## config.mk

```make
export PLATFORM = sky130hd
export DESIGN_NAME = abc_record_unpacker
export DESIGN_NICKNAME = d
export VERILOG_FILES = /design/src/rtl/abc_pkg.sv /design/src/rtl/abc_record_unpacker.sv
export SDC_FILE = /design/constraint.sdc
export NUM_CORES = 1
export LEC_CHECK = 0
export CORE_AREA = 2 2 143 131
export DETAILED_ROUTE_END_ITERATION = 7
export DIE_AREA = 0 0 145 133
export HOLD_SLACK_MARGIN = 0.03
export MAX_ROUTING_LAYER = met4
export PLACE_DENSITY = 0.91
export SLEW_MARGIN = 20
export SYNTH_ARGS = -nofsm -noshare
export SYNTH_HDL_FRONTEND = slang
export SYNTH_SLANG_ARGS = --single-unit
export TNS_END_PERCENT = 10
```

## constraint.sdc

```tcl
create_clock -name clk -period 5.5 [get_ports clk]
set_input_delay 1.65 -clock clk [delete_from_list [all_inputs] [get_ports clk]]
set_output_delay 1.65 -clock clk [all_outputs]
set_load 0.01 [all_outputs]
```

## src/rtl/abc_pkg.sv

```systemverilog
// abc_pkg
// Shared types for the nested record abc_t = {A, BC1{B,C}, BC2{B,C}}.
//   abc_bc_t       : packed {b, c} pair
//   abc_t          : packed {a, bc1, bc2}; a sits in the MSBs
//   abc_tag_e      : member tag carried with every emitted field beat
//   abc_state_e    : unpacker FSM states
//   abc_is_default : true when all five members of a record are equal
package abc_pkg;

  localparam int ABC_W          = 32;
  localparam int ABC_NUM_FIELDS = 5;

  typedef struct packed {
    logic [ABC_W-1:0] b;
    logic [ABC_W-1:0] c;
  } abc_bc_t;

  typedef struct packed {
    logic [ABC_W-1:0] a;
    abc_bc_t          bc1;
    abc_bc_t          bc2;
  } abc_t;

  typedef enum logic [2:0] {
    TAG_A       = 3'd0,
    TAG_BC1_B   = 3'd1,
    TAG_BC1_C   = 3'd2,
    TAG_BC2_B   = 3'd3,
    TAG_BC2_C   = 3'd4,
    TAG_DEFAULT = 3'd7
  } abc_tag_e;

  typedef enum logic {
    ST_IDLE = 1'b0,
    ST_EMIT = 1'b1
  } abc_state_e;

  // A record built as '{default:v} has every scalar member equal to v.
  function automatic logic abc_is_default(input abc_t rec);
    return (rec.a == rec.bc1.b) && (rec.a == rec.bc1.c) &&
           (rec.a == rec.bc2.b) && (rec.a == rec.bc2.c);
  endfunction

endpackage

```

## src/rtl/abc_record_unpacker.sv

```systemverilog
// abc_record_unpacker
// Takes one packed abc_t per input handshake and replays its members one
// beat at a time in declaration order (A, BC1.B, BC1.C, BC2.B, BC2.C), each
// tagged with its member. An all-equal record may collapse to a single
// TAG_DEFAULT beat when COMPRESS_DEFAULT is set.
//
// Ports:
//   clk, rst_n            clock (rising edge), async active-low reset
//   in_valid / in_ready   record handshake
//   in_data  [5*W]        packed record, A in the MSBs, BC2.C in the LSBs
//   out_valid / out_ready field beat handshake
//   out_tag  [3]          abc_tag_e of the current beat
//   out_data [W]          field value
//   out_last              final beat of the current record
//   rec_count [16]        records fully emitted, wrapping
module abc_record_unpacker
  import abc_pkg::*;
#(
  parameter int W                = 32,
  parameter bit COMPRESS_DEFAULT = 1'b1
) (
  input  logic           clk,
  input  logic           rst_n,
  input  logic           in_valid,
  output logic           in_ready,
  input  logic [5*W-1:0] in_data,
  output logic           out_valid,
  input  logic           out_ready,
  output logic [2:0]     out_tag,
  output logic [W-1:0]   out_data,
  output logic           out_last,
  output logic [15:0]    rec_count
);

  abc_state_e     state_q, state_d;
  logic [5*W-1:0] rec_q;
  logic [2:0]     idx_q;
  logic           dflt_q;
  logic           rec_count_en;

  logic [W-1:0]   field_data;
  abc_tag_e       field_tag;
  logic           last_beat;
  logic           in_all_equal;
  logic           accept;
  logic           beat_taken;

  // Exact equality of all five W-bit members; no partial compression.
  always_comb begin
    in_all_equal = 1'b1;
    for (int i = 1; i < ABC_NUM_FIELDS; i++) begin
      if (in_data[i*W +: W] != in_data[0 +: W]) begin
        in_all_equal = 1'b0;
      end
    end
  end

  // Member i lives at slot (4-i) counting up from the LSBs.
  always_comb begin
    field_data = '0;
    field_tag  = TAG_A;
    case (idx_q)
      3'd0: begin field_data = rec_q[4*W +: W]; field_tag = TAG_A;     end
      3'd1: begin field_data = rec_q[3*W +: W]; field_tag = TAG_BC1_B; end
      3'd2: begin field_data = rec_q[2*W +: W]; field_tag = TAG_BC1_C; end
      3'd3: begin field_data = rec_q[1*W +: W]; field_tag = TAG_BC2_B; end
      3'd4: begin field_data = rec_q[0*W +: W]; field_tag = TAG_BC2_C; end
      default: begin field_data = '0; field_tag = TAG_A; end
    endcase
  end

  // Outputs are zero whenever no beat is offered. in_ready also opens during
  // the last-beat handshake so back-to-back records stream without a bubble;
  // it depends only on state and out_ready, never on in_valid.
  always_comb begin
    state_d   = state_q;
    in_ready  = 1'b0;
    out_valid = 1'b0;
    out_tag   = 3'd0;
    out_data  = '0;
    last_beat = 1'b0;
    case (state_q)
      ST_IDLE: begin
        in_ready = 1'b1;
        if (in_valid) begin
          state_d = ST_EMIT;
        end
      end
      ST_EMIT: begin
        out_valid = 1'b1;
        if (dflt_q) begin
          out_tag   = TAG_DEFAULT;
          out_data  = rec_q[4*W +: W];
          last_beat = 1'b1;
        end else begin
          out_tag   = field_tag;
          out_data  = field_data;
          last_beat = (idx_q == 3'(ABC_NUM_FIELDS - 1));
        end
        if (out_ready && last_beat) begin
          in_ready = 1'b1;
          state_d  = in_valid ? ST_EMIT : ST_IDLE;
        end
      end
      default: state_d = ST_IDLE;
    endcase
  end

  assign out_last     = last_beat;
  assign accept       = in_valid && in_ready;
  assign beat_taken   = out_valid && out_ready;
  assign rec_count_en = beat_taken && last_beat;

  always_ff @(posedge clk or negedge rst_n) begin
    if (!rst_n) begin
      state_q <= ST_IDLE;
    end else begin
      state_q <= state_d;
    end
  end

  // A fresh capture takes priority over advancing idx_q; the two only
  // coincide on a last beat, where idx_q must restart at 0 anyway.
  always_ff @(posedge clk or negedge rst_n) begin
    if (!rst_n) begin
      rec_q     <= '0;
      idx_q     <= 3'd0;
      dflt_q    <= 1'b0;
      rec_count <= 16'd0;
    end else begin
      if (accept) begin
        rec_q  <= in_data;
        idx_q  <= 3'd0;
        dflt_q <= COMPRESS_DEFAULT ? in_all_equal : 1'b0;
      end else if (beat_taken && !last_beat) begin
        idx_q <= idx_q + 3'd1;
      end
      if (rec_count_en) begin
        rec_count <= rec_count + 16'd1;
      end
    end
  end

endmodule
```

After elaboration in Yosys (flattened, before gate mapping)
Cells that the tools add are included.
Widths: inputs -> output; s select.
{"block": "word_totals", "ff_bits": 181, "output_inout_bits": 54, "word_cells": 45, "inputBits": 164}
{"block": "op_classes", "n_addsub": 2, "n_reduce_logical": 8, "bitwise": 1, "muxes": 21, "n_eq_ne": 8}
{"operator": "$pmux 32 s5", "n": 1}
{"operator": "$ne 32x32->1", "n": 4}
{"operator": "$mux 32", "n": 2}
{"operator": "$add 16x1->16 const B", "n": 1}
{"operator": "$mux 3", "n": 4}
{"operator": "$pmux 3 s4", "n": 1}
{"operator": "$mux 1", "n": 11}
{"operator": "$eq 3x2->1 const B", "n": 2}
{"operator": "$logic_and 1x1->1", "n": 5}
{"operator": "$pmux 1 s2", "n": 2}
{"operator": "$add 3x1->3 const B", "n": 1}
{"operator": "$eq 3x1->1 const B", "n": 1}
{"operator": "$eq 3x3->1 const B", "n": 1}
{"operator": "$logic_not 3->1", "n": 1}
{"operator": "$reduce_bool 2->1", "n": 1}
{"operator": "$logic_not 1->1", "n": 1}
{"operator": "$not 1->1", "n": 1}

Logic depth before layout (Yosys ltp)
{"block": "depth", "depth_word": 8, "ltp_mapped": 9, "ltp_nobuf": 8}

Worst setup path before layout
No wires, ideal clock.
{"block": "synth_timing", "path_type": "input port to output port", "start": "input port out_ready", "end": "output port in_ready", "path_slack_ns": 1.972, "required_time_ns": 3.850, "n_path_buf": 0, "t_arrival_ns": 1.878, "stages": 2, "cell_sequence": "inv_1 > o21ai_4"}
{"block": "synth_between", "elab_chain_cells": 3}
{"item": "from (decl)", "line_no": "abc_record_unpacker.sv:28", "text": "input logic out_ready,"}
{"item": "$logic_and 1x1->1", "line_no": "abc_record_unpacker.sv:100", "text": "if (out_ready && last_beat) begin"}
{"item": "$mux 1", "line_no": "abc_record_unpacker.sv:100"}
{"item": "$pmux 1 s2", "line_no": "abc_record_unpacker.sv:82", "text": "case (state_q)"}
{"item": "to (decl)", "line_no": "abc_record_unpacker.sv:25", "text": "output logic in_ready,"}
Every way passes these cells.

Worst setup path in the final report
{"block": "layout_timing", "start": "register idx_q[0]", "end": "output port out_data[12]"}
{"block": "layout_between", "elab_chain_cells": 4, "word_cells_on_any_way": 8, "cone_classes": "4 x eq/ne; 3 x mux; 1 x reduce/logical"}
{"item": "from (decl)", "line_no": "abc_record_unpacker.sv:37", "text": "logic [2:0] idx_q;"}
{"item": "from (signal assigned)", "line_no": "abc_record_unpacker.sv:136", "text": "idx_q <= idx_q + 3'd1;"}
{"item": "$eq 3x3->1 (tied with other cells)", "line_no": "abc_record_unpacker.sv:62", "text": "case (idx_q)"}
{"item": "$pmux 32 s5 *", "line_no": "abc_record_unpacker.sv:62"}
{"item": "$mux 32 *", "line_no": "abc_record_unpacker.sv:91", "text": "if (dflt_q) begin"}
{"item": "$mux 32 *", "line_no": "abc_record_unpacker.sv:82"}
{"item": "to (decl)", "line_no": "abc_record_unpacker.sv:30", "text": "output logic [W-1:0] out_data,"}
Every way passes the cells marked *; elsewhere a longest branch is shown, timed or not.

==> summary.txt <==
Nets: 1172
Core area: 0.0179 sq mm
Post-Synthesis Cells: 801
Seq/Total Area, Yosys: 46.9%
Post-synth EDFFs: 0
DRC errors left: 0
Final setup vio count: 0
Ys Warns: 0
Area growth, synth to finish: 30.5%
Drt total wl: 29000 um
Required time worst endpoint: 3.85 ns
Postcts setup bufs: 0
Area share of the largest cell type after synthesis: 46.9%
Dpl hpwl: 20900 um
H-tree Lvls: 4
Via count: 7577
Vias in the first global route: 7791
Fmax: 206 MHz
Syn Area/Cell: 12.1 sq um
Vias/cell: 6.01
Initial antenna violation count: 1
Post-cts resize count: 0
Worst slew pin tran: 0.988 ns
Drt wl/cell: 23.0 um
Slew Limit Fails: 0
Clk_lat worst skew: 0.44 ns
CTS tree: yes
Status: complete, no violations
Die area: 0.0193 sq mm
Fillers: 1272
Unrepaired setup endpoints after global routing: false
Largest net degree at the start of global routing: 100
Area contributors post-synth: dfrtp_1 (47%), mux2_2 (11%), mux2_4 (10%), xor2_1 (6.5%), a22oi_1 (5.0%)
LEAKAGE: 5.17 nW
Share of post-route cells with drive strength above 1: 21.6%
Async S/R FF share, synth: 100%
Antenna Nets Post-Route: 0
Crit path capture type: output port
Global route overflow: 0
Mapped Nets: 971
Place WS: 0.894 ns
DR iter-0 viols: 636
Worst Hold Class: flop to flop
TritonCTS Buffers: 17
Worst endpoint data arrival time: 3.22 ns
Crit path kind: flop to output port
Synthesized cell area: 0.00966 sq mm
Pwr Density: 512 mW/mm^2
CTS Hold Bufs: 0
GRT Util Overall: 31.3%
Final Hold Viols: 0
Initial core utilization: 53.9%
Global-route wire length before repair: 44600 um
Final Worst Setup Slack: 0.634 ns
Final Instance Area: 0.0126 sq mm
Clock buffer depth: 2
Period utilisation layout: 88.5%
Sum Neg Setup Slack: 0 ns
GPL Wtd Cong: 0.893
Clk sinks: 181
DRT Pass-1 Iters: 5
Final min period: 4.87 ns
Row count: 47
Root buffer cell: clkbuf_16
Synth Flop Type: dfrtp_1
Max-cap viol count: 0
Area after DPL: 0.0120 sq mm
Die H: 133 um
Final Core Density: 70.3%
Post-synthesis cell type count: 43
Setup Skew: 0.00961 ns
Worst vdd ir: 276 uV
I/O pin cnt: 218
Clock-pin slew on the worst setup and hold paths: 0.07 ns
Worst-path fanout max: 14
Synth area leader: dfrtp_1
Die X: 145 um
#FFs+latches synth: 181
Max-slew headroom: 34.2%
I/O Buffers: 217
Crit start category: flop
==> cell families after synthesis <==
| group | synth area share, % |
|---|---|
| fa+ha+maj | 0.777 |
| buf+inv | 3.35 |
| compound gates | 10.2 |
| flops | 46.9 |
| mux | 21.5 |
| simple gates | 9.18 |
| xor+xnor | 8.16 |
==> cell usage after synthesis, types with 8 or more instances <==
cell,number
and3_1,27
mux2_4,67
xnor2_1,18
nor2_1,9
o22ai_1,10
a22oi_1,64
xor2_1,72
a21oi_1,64
nand3_1,12
buf_4,9
nor4_1,19
mux2_2,94
nor2b_1,36
nor3_1,24
clkbuf_1,29
buf_6,8
dfrtp_1,181
==> report_power, final <==
part           total, mW  leakage [nW]  internal (mW)  switching [mW]
registers           2.38          2.18           1.97           0.418
clock network       1.23         0.277          0.682           0.544
logic               2.84          2.71           1.59            1.25
total               6.45          5.17           4.24            2.21
==> layout by cell type, fill, tap and decap left out, drive strengths merged, types with 2 or more instances in the layout <==
| master | Yosys | routed |
|---|---|---|
| o211ai | 2 | 2 |
| xnor2 | 18 | 18 |
| o22ai | 10 | 10 |
| clkdlybuf4s50 | 0 | 216 |
| nand4 | 7 | 7 |
| xor2 | 72 | 72 |
| a22oi | 64 | 64 |
| bufinv | 0 | 2 |
| nor2b | 36 | 36 |
| nor3 | 26 | 26 |
| clkinv | 0 | 5 |
| a221oi | 2 | 2 |
| nor4 | 19 | 19 |
| and3 | 27 | 27 |
| clkbuf | 29 | 20 |
| nand2 | 7 | 7 |
| a21oi | 65 | 65 |
| buf | 24 | 19 |
| and2 | 2 | 2 |
| nor2 | 9 | 9 |
| clkinvlp | 0 | 3 |
| mux2 | 161 | 161 |
| nand3 | 12 | 12 |
| inv | 4 | 6 |
| ha | 6 | 6 |
| dfrtp | 181 | 181 |
| or3 | 5 | 5 |
| o21ai | 3 | 3 |
==> per-stage QoR <==
step | total power [mW] | hold slack [ns] | std cells
2_1_floorplan | 4.06 | 0.481 | 801
4_1_cts | 6.43 | 0.502 | 1260
5_1_grt | 6.76 | 0.516 | 1261
6_report | 6.45 | 0.501 | 1261
3_3_place_gp | 5.05 | 0.463 | 1228
3_5_place_dp | 5.18 | 0.474 | 1228
==> state kept, by name, indices dropped and copies added (netlist names) <==
name	count
rec_count	16
state_q	1
idx_q	3
rec_q	160
dflt_q	1
==> per-layer routing <==
metal / GRT usage, % / part of all wire (%) / vias to the layer above
met5: - / 0 / -
met3: 9.83 / 9.0 / 55
met2: 49.0 / 47 / 349
li1: - / - / 3324
met4: 9.63 / 2.5 / 0
met1: 39.3 / 41 / 3849
==> worst max-delay path, stage by stage (launching register included) <==
cell	delay [ns]
dfrtp_1	0.42
inv_1	0.10
ha_1	0.19
nor2b_2	0.64
buf_4	0.33
a22oi_1	0.11
a21oi_1	0.16
a21oi_1	0.06
nor2b_1	0.19
clkdlybuf4s50_1	0.57
==> layout make-up <==
class                           instances  area, sq um  area share [%]
Antenna cell                            1         2.50          0.0198
Sequential cell                       181         4530            35.9
Tap cell                              245          307            2.43
Multi-Input combinational cell        563         4820            38.2
Timing Repair Buffer                  235         2360            18.7
Clock buffer                           20          447            3.54
Inverter                                4         15.0           0.119
Clock inverter                         12          129            1.02
==> final timing paths <==
| check | startpoint | endpoint | slack, ns | cells past startpoint |
|---|---|---|---|---|
| worst max-delay path | idx_q[0] | out_data[12] | 0.63 | 9 |
| max in group asynchronous | rst_n | rec_q[146] | 3.21 | 2 |
| min in group asynchronous | rst_n | rec_count[9] | 1.24 | 1 |
| worst min-delay path | rec_count[13] | rec_count[13] | 0.50 | 1 |
| worst min register to register | rec_count[13] | rec_count[13] | 0.50 | 1 |
| worst max register to register | state_q | rec_q[141] | 2.63 | 5 |
Note: power is estimated with default switching activity, not from simulation.
